`config.mk`:
```
export PLATFORM = sky130hd
export DESIGN_NAME = bp_me_cache_dma_to_mem
export DESIGN_NICKNAME = d
export VERILOG_FILES = /design/src/rtl/bp_me_cache_dma_to_mem.sv
export SDC_FILE = /design/constraint.sdc
export NUM_CORES = 1
export LEC_CHECK = 0
export ABC_CLOCK_PERIOD_IN_PS = 8100
export BUFFER_PORTS_ARGS = -buffer_cell sky130_fd_sc_hd__buf_4
export CAP_MARGIN = 20
export CORE_ASPECT_RATIO = 0.6
export CORE_MARGIN = 1
export CORE_UTILIZATION = 55
export DETAILED_ROUTE_END_ITERATION = 10
export PLACE_DENSITY = 0.9
export SYNTH_ARGS = -nofsm -noshare
export SYNTH_HDL_FRONTEND = slang
export SYNTH_SLANG_ARGS = --single-unit
```
`constraint.sdc`:
```
create_clock -name clk_i -period 8.1 [get_ports clk_i]
set_clock_uncertainty 0.1 [all_clocks]
set_input_delay 0.81 -clock clk_i [delete_from_list [all_inputs] [get_ports clk_i]]
set_output_delay 0.81 -clock clk_i [all_outputs]
set_load 0.05 [all_outputs]
```
`src/rtl/bp_me_cache_dma_to_mem.sv`:
```
// Per-bank DMA adapter between one L2 bank's DMA port and a simple in-order memory port.
// A block-granular DMA packet (fill or evict) is expanded into block_size_in_fill_p single-beat
// memory commands. Read data returns through a small buffer whose space is reserved by a credit
// counter, so the memory response channel never needs backpressure.
//
// Ports:
//   clk_i, reset_n_i            clock, asynchronous active-low reset
//   dma_pkt_i/_v_i/_ready_and_o {write_not_read, addr} packet from the cache
//   dma_data_o/_v_o/_ready_and_i fill beats returned to the cache
//   dma_data_i/_v_i/_ready_and_o evict beats from the cache
//   mem_cmd_*                   single-beat memory command (w=1 write, w=0 read)
//   mem_resp_data_i/_v_i        read data, in command order, no ready
module bp_me_cache_dma_to_mem #(
    parameter int unsigned addr_width_p         = 28,
    parameter int unsigned fill_width_p         = 64,
    parameter int unsigned block_size_in_fill_p = 8,
    parameter int unsigned els_p                = 4
) (
    input  logic                    clk_i,
    input  logic                    reset_n_i,

    input  logic [addr_width_p:0]   dma_pkt_i,
    input  logic                    dma_pkt_v_i,
    output logic                    dma_pkt_ready_and_o,

    output logic [fill_width_p-1:0] dma_data_o,
    output logic                    dma_data_v_o,
    input  logic                    dma_data_ready_and_i,

    input  logic [fill_width_p-1:0] dma_data_i,
    input  logic                    dma_data_v_i,
    output logic                    dma_data_ready_and_o,

    output logic                    mem_cmd_v_o,
    output logic                    mem_cmd_w_o,
    output logic [addr_width_p-1:0] mem_cmd_addr_o,
    output logic [fill_width_p-1:0] mem_cmd_data_o,
    input  logic                    mem_cmd_ready_and_i,

    input  logic [fill_width_p-1:0] mem_resp_data_i,
    input  logic                    mem_resp_v_i
);

    localparam int unsigned FillBytes    = fill_width_p / 8;
    localparam int unsigned FillByteBits = $clog2(FillBytes);
    localparam int unsigned OffsetBits   = $clog2(block_size_in_fill_p * FillBytes);
    localparam int unsigned CntW  = (block_size_in_fill_p > 1) ? $clog2(block_size_in_fill_p) : 1;
    localparam int unsigned PtrW  = $clog2(els_p);
    localparam int unsigned CredW = $clog2(els_p + 1);

    localparam logic [CntW-1:0]         LastCnt  = CntW'(block_size_in_fill_p - 1);
    localparam logic [CredW-1:0]        CredMax  = CredW'(els_p);
    localparam logic [addr_width_p-1:0] BaseMask = {addr_width_p{1'b1}} << OffsetBits;

    typedef enum logic [1:0] {StIdle, StRead, StWrite} state_e;

    state_e                  state_q, state_d;
    logic [addr_width_p-1:0] base_q, base_d;
    logic [CntW-1:0]         cnt_q, cnt_d;
    logic [CredW-1:0]        credits_q, credits_d;

    logic                    pkt_write;
    logic [addr_width_p-1:0] pkt_addr;
    logic [addr_width_p-1:0] beat_offset;

    logic                    pkt_ready;
    logic                    cmd_v;
    logic                    cmd_w;
    logic [fill_width_p-1:0] cmd_data;
    logic                    evict_ready;
    logic                    read_acc;

    // Return buffer: pointers carry one extra wrap bit to tell full from empty.
    logic [fill_width_p-1:0] fifo_mem [els_p];
    logic [PtrW:0]           wptr_q, rptr_q;
    logic                    fifo_empty, fifo_full;
    logic                    fifo_push, fifo_pop;

    assign pkt_write   = dma_pkt_i[addr_width_p];
    assign pkt_addr    = dma_pkt_i[addr_width_p-1:0];
    // cnt stays below block_size_in_fill_p, so the offset never carries out of the block.
    assign beat_offset = addr_width_p'(cnt_q) << FillByteBits;

    always_comb begin
        state_d     = state_q;
        base_d      = base_q;
        cnt_d       = cnt_q;
        pkt_ready   = 1'b0;
        cmd_v       = 1'b0;
        cmd_w       = 1'b0;
        cmd_data    = '0;
        evict_ready = 1'b0;
        read_acc    = 1'b0;
        unique case (state_q)
            StIdle: begin
                pkt_ready = 1'b1;
                if (dma_pkt_v_i) begin
                    base_d  = pkt_addr & BaseMask;
                    cnt_d   = '0;
                    state_d = pkt_write ? StWrite : StRead;
                end
            end
            StRead: begin
                // A read is only issued once buffer space for its response is reserved.
                cmd_v    = (credits_q != '0);
                read_acc = cmd_v && mem_cmd_ready_and_i;
                if (read_acc) begin
                    cnt_d = cnt_q + CntW'(1);
                    // Responses may still be in flight; memory returns them in order.
                    if (cnt_q == LastCnt) state_d = StIdle;
                end
            end
            StWrite: begin
                cmd_v       = dma_data_v_i;
                cmd_w       = 1'b1;
                cmd_data    = dma_data_i;
                evict_ready = mem_cmd_ready_and_i;
                if (dma_data_v_i && mem_cmd_ready_and_i) begin
                    cnt_d = cnt_q + CntW'(1);
                    if (cnt_q == LastCnt) state_d = StIdle;
                end
            end
            default: state_d = StIdle;
        endcase
    end

    assign fifo_empty = (wptr_q == rptr_q);
    assign fifo_full  = (wptr_q[PtrW] != rptr_q[PtrW]) &&
                        (wptr_q[PtrW-1:0] == rptr_q[PtrW-1:0]);
    assign fifo_push  = mem_resp_v_i && !fifo_full;
    assign fifo_pop   = !fifo_empty && dma_data_ready_and_i;

    always_comb begin
        credits_d = credits_q;
        if (read_acc && !fifo_pop) begin
            credits_d = credits_q - CredW'(1);
        end else if (!read_acc && fifo_pop) begin
            credits_d = credits_q + CredW'(1);
        end
    end

    always_ff @(posedge clk_i or negedge reset_n_i) begin
        if (!reset_n_i) begin
            state_q   <= StIdle;
            base_q    <= '0;
            cnt_q     <= '0;
            credits_q <= CredMax;
            wptr_q    <= '0;
            rptr_q    <= '0;
        end else begin
            state_q   <= state_d;
            base_q    <= base_d;
            cnt_q     <= cnt_d;
            credits_q <= credits_d;
            if (fifo_push) wptr_q <= wptr_q + (PtrW+1)'(1);
            if (fifo_pop)  rptr_q <= rptr_q + (PtrW+1)'(1);
        end
    end

    always_ff @(posedge clk_i) begin
        if (fifo_push) fifo_mem[wptr_q[PtrW-1:0]] <= mem_resp_data_i;
    end

    // Every output is forced low while reset is asserted, without waiting for a clock.
    assign dma_pkt_ready_and_o  = reset_n_i & pkt_ready;
    assign mem_cmd_v_o          = reset_n_i & cmd_v;
    assign mem_cmd_w_o          = reset_n_i & cmd_w;
    assign mem_cmd_addr_o       = reset_n_i ? (base_q + beat_offset) : '0;
    assign mem_cmd_data_o       = reset_n_i ? cmd_data : '0;
    assign dma_data_ready_and_o = reset_n_i & evict_ready;
    assign dma_data_v_o         = reset_n_i & !fifo_empty;
    assign dma_data_o           = reset_n_i ? fifo_mem[rptr_q[PtrW-1:0]] : '0;

    credits_le_max: assert property (@(posedge clk_i) disable iff (!reset_n_i)
        credits_q <= CredMax);
    no_resp_when_full: assert property (@(posedge clk_i) disable iff (!reset_n_i)
        !(mem_resp_v_i && fifo_full));

endmodule

```
After elaboration in Yosys (flattened, before gate mapping)
Memories as Yosys holds them, arrays and structs flattened.
Index checks and enable logic that the tools add are counted.

word-level totals
  bits in registers = 36
  bits in writable memories = 256
  input port bits = 164
  output and inout port bits = 161
  memories = 1

memory list
  memory    depth  bits a word  rd ports  clocked after Yosys merged registers in  write ports  RTL line  source
  fifo_mem  4      64           1         0                                        1            74        logic [fill_width_p-1:0] fifo_mem [els_p];

operators by class
  add/sub/neg operators = 6
  equality and inequality tests = 9
  multiplexer cells = 23
  bitwise operators = 5
  reduce and logical (&&, ||, !) cells = 18

operators with widths
  kind                                                                 count
  64-bit 2-to-1 mux                                                    3
  28-bit by 6-bit adder with 28-bit output                             1
  28-bit 2-to-1 mux                                                    1
  3-bit 2-to-1 mux                                                     5
  3-bit by 1-bit adder with 3-bit output (second input constant)       4
  2-bit 2-to-1 mux                                                     5
  3-bit one-hot mux with 3 select lines                                1
  1-bit logical AND                                                    7
  1-bit 2-to-1 mux                                                     6
  2-bit inequality test (second input constant)                        3
  2-bit one-hot mux with 3 select lines                                1
  3-bit nonzero test                                                   2
  1-bit bitwise AND                                                    5
  1-bit zero test                                                      4
  4-bit AND reduction                                                  1
  3-bit == test                                                        1
  3-bit == test (second input constant)                                1
  3-bit AND reduction                                                  1
  3-bit by 1-bit subtractor with 3-bit output (second input constant)  1
  2-bit by 1-bit == test with 1-bit output (second input constant)     1
  2-bit == test                                                        1
  2-bit == test (second input constant)                                1
  2-bit zero test                                                      1
  1-bit one-hot mux with 2 select lines                                1
  3 further kinds                                                      3

Longest topological paths before layout
  word-level depth = 7
  gate-level depth with buffers = 9
  depth with buffers taken out = 9

Least setup slack after synthesis
Ideal clock, no wire load.

  path type = in2reg
  from = input mem_resp_v_i
  to = memory fifo_mem[3][0] (enable)
  arrival time = 4.012 ns
  required time = 7.493 ns
  slack = 3.481 ns
  stages = 2
  buffers on the path = 0
  path through = nand2_1 > a21oi_1

between the ends
  cells in the longest elaborated chain, start to end = 3

ends and longest elaborated chain
  what                                    RTL line  source
  start, declared                         41        input logic mem_resp_v_i
  1-bit logical AND                       130       assign fifo_push = mem_resp_v_i && !fifo_full;
  1-bit 2-to-1 mux                        161       if (fifo_push) fifo_mem[wptr_q[PtrW-1:0]] <= mem_resp_data_i;
  1-bit 2-to-1 mux (implied by the code)  161
  end, declared                           74

Every way passes these cells.

Worst setup path after layout
  from = register rptr_q[0]
  to = output dma_data_o[54]

between the ends
  cells in the longest elaborated chain, start to end = 2

ends and longest elaborated chain
  what                    RTL line  source
  start, declared         75        logic [PtrW:0] wptr_q, rptr_q;
  start signal, assigned  156       if (fifo_pop) rptr_q <= rptr_q + (PtrW+1)'(1);
  memory read 4 x 64 bit  n/a
  64-bit 2-to-1 mux       172       assign dma_data_o = reset_n_i ? fifo_mem[rptr_q[PtrW-1:0]] : '0;
  end, declared           26        output logic [fill_width_p-1:0] dma_data_o,

Every way passes these cells.

==> impl_results.md <==
* Relative slew slack at 32.23%
* Final GP Congestion at 0.7213
* CP Capture Type: primary output
* DP Cell Count at 1211
* Number of global-route vias before repair at 6705
* Congestion Overflow GR at 0
* Post-route insts no fill at 1252
* Core region area at 21240 µm²
* Status: complete, but fails checks
* Mapped Cells at 653
* Final Cycle Share at 48.70%
* Synth top area share at 63.72%
* Synth Cell Area at 12060 µm²
* Max Fclk at 253.5 MHz
* DRT Pass-1 Iters at 8
* Vias per cell at 5.544
* Pwr dens at 369.0 nW/µm²
* I/O pin cnt at 325
* Clk_lat worst skew at 520 ps
* Initial core utilization at 56.80%
* Die width at 193.2 µm
* Setup CP Type: reg2out
* N_diodes at 0
* FF-to-FF setup slack at 5020 ps
* Asr flop ratio synth at 12.33%
* DRC at 10
* Synth unique cells at 35
* RR Startpoint: rptr_q[0]$_DFFE_PN0P_
* Worst vdd ir at 264.2 µV
* Synth area leader: edfxtp_1
* Setup bufs post-CTS at 0
* Startpoint types: flip-flop
* 1st-iter DRT viols at 535
* Reg2reg end: fifo_mem[3][57]$_DFFE_PP_
* Worst setup path endpoint: dma_data_o[54]
* R2R depth at 4
* Setup TNS at 0 ps
* Worst slack, placed at 4288 ps
* Chip height at 116.7 µm
* Sequential area share after synthesis at 71.20%
* Wirelength, routed at 27400 µm
* Slew Viols, Final at 0
* Initial antenna violation count at 0
* Prevailing post-synth register cell: edfxtp_1
* I/O Buffers at 315
* Area Overhead vs Synth at 27.35%
* Final Instance Area at 15360 µm²
* PostCTS Resize Cnt at 0
* Final setup viols at 0
* CP max FO at 40
* Pwr Total at 5.669 mW
* Setup crit start: rptr_q[0]$_DFFE_PN0P_
* Clock transition at path regs at 60 ps
* Yosys reg bits at 292
* Hold WS at 212.3 ps
* Avg Synthesized Cell Area at 18.47 µm²
* Row cnt at 41
* Top area cells in the synthesized netlist: edfxtp_1 (64%), mux4_2 (12%), dfrtp_1 (7.3%), and2_1 (4.9%), and3_1 (3.4%)
* Util after Layout at 72.34%
* Min-delay worst type: in2async
* Total number of vias at 6941
* Num CTS Buffers at 25
* CTS Buffer Depth at 3
* Routed wire per std cell at 21.88 µm
* Htree depth at 1
* Total GRT Usage at 23.30%
* First-pass GRT wire length at 39500 µm
* Failing checks: DRC
* Final Hold Fails at 0
* Max cap viols at 0
* Hold-fix buffers at CTS at 0
* Hpwl dp at 17960 µm
* Fillers at 1310
* Crit path required time at 7190 ps
* DIE AREA at 22550 µm²
* Synth warnings at 0
* Area taken by multi-input logic gates at 3231 µm²
* Reg area at 8594 µm²
* Crit path DAT at 3030 ps
* Post-synth EDFFs at 256
* Leak at 6.180 nW
* Final Critical Period at 3945 ps
* Worst-margin pin slew at 1017 ps
* Clk root buf: clkbuf_16
* RSZ-0062 raised after global routing: no
* Final antenna-violating net count at 0
* Share of cells above drive strength 1 at 46.25%
* Placed cell areas at 14620 µm²
* Layout net count at 1136
* TritonCTS clock tree: done
* Maximum number of pins on one net before global-route repair at 125
* CTS Sinks at 292
* Setup ws final at 4155 ps
-- critical path: stages (launching register included) --
cell and delay (ps):
dfrtp_4 770, buf_4 740, mux4_2 610, and2_1 200
buf_4 190
-- layout by cell type, fill, tap and decap left out, types with 2 or more instances in the layout --
master | netlist | routed
nand2_1 | 11 | 11
clkbuf_16 | 0 | 25
or3_1 | 2 | 2
xor2_1 | 3 | 3
ha_1 | 12 | 12
clkbuf_1 | 25 | 4
bufinv_16 | 0 | 2
mux4_2 | 64 | 64
clkinv_1 | 0 | 7
clkinv_2 | 0 | 2
a21boi_2 | 2 | 2
buf_4 | 3 | 320
nor2_1 | 2 | 2
conb_1 | 1 | 3
dfrtp_1 | 35 | 33
and2_1 | 95 | 92
and2_4 | 0 | 3
mux2_2 | 25 | 25
mux2i_1 | 5 | 5
and3_1 | 66 | 66
xnor2_1 | 5 | 5
inv_1 | 11 | 11
edfxtp_1 | 256 | 256
-- layout make-up --
cell class	count	share of cell area, %
Inverter	11	0.2688
Multi-Input combinational cell	309	21.03
Clock inverter	12	0.6841
Sequential cell	292	55.94
Timing Repair Buffer	320	15.64
Tap cell	279	2.272
Clock buffer	29	4.170
-- how the worst min path moves through the flow --
stage | from | depth (start not counted) | slack (ps) | end
floorplan | credits_q[0]$_DFFE_PN0P_ | 1 | 370 | credits_q[0]$_DFFE_PN0P_
global placement | base_q[12]$_DFFE_PN0P_ | 1 | 380 | base_q[12]$_DFFE_PN0P_
detailed placement | base_q[9]$_DFFE_PN0P_ | 1 | 390 | base_q[9]$_DFFE_PN0P_
CTS | reset_n_i | 1 | 220 | base_q[19]$_DFFE_PN0P_
global route | reset_n_i | 1 | 250 | base_q[19]$_DFFE_PN0P_
finish | reset_n_i | 1 | 210 | base_q[15]$_DFFE_PN0P_
-- synth_stat cells, types with 6 or more instances --
cell	instances
mux4_2	64
mux2_2	25
buf_6	6
nand2_1	11
inv_1	11
and2_1	95
edfxtp_1	256
and3_1	66
clkbuf_1	25
ha_1	12
dfrtp_1	35
buf_2	9
-- kinds of logic after synthesis --
family	after synthesis	share of synthesized area, %
AND/OR/NAND/NOR	182	9.231
adder cells (fa/ha/maj)	13	1.410
XOR/XNOR	8	0.5808
other	1	0.03108
multiplexers	94	14.70
AO/OA/AOI/OAI	9	0.6119
buffers and inverters	54	2.240
flip-flops	292	71.20
-- report_power, final --
part / internal, mW / switching, mW / total (mW)
Clock: 0.625 / 0.503 / 1.13
Combinational: 0.893 / 1.43 / 2.32
Sequential: 2.06 / 0.157 / 2.22
-- sequential cells by signal, summed over array words and instances (netlist names) --
signal,cells
state_q,2
wptr_q,3
rptr_q,3
cnt_q,3
base_q,22
fifo_mem,256
credits_q,3
-- per-layer routing --
metal / global-route usage (%) / share of wire [%] / wire [µm] / vias up
met4: 3.733 / 1.1 / 314 / 0
met5: 0 / 0 / 0 / -
li1: - / - / - / 3124
met3: 5.198 / 8.3 / 2262 / 30
met1: 36.28 / 44 / 12100 / 3532
met2: 34.54 / 46 / 12720 / 255
(Power assumes the default switching activity.)
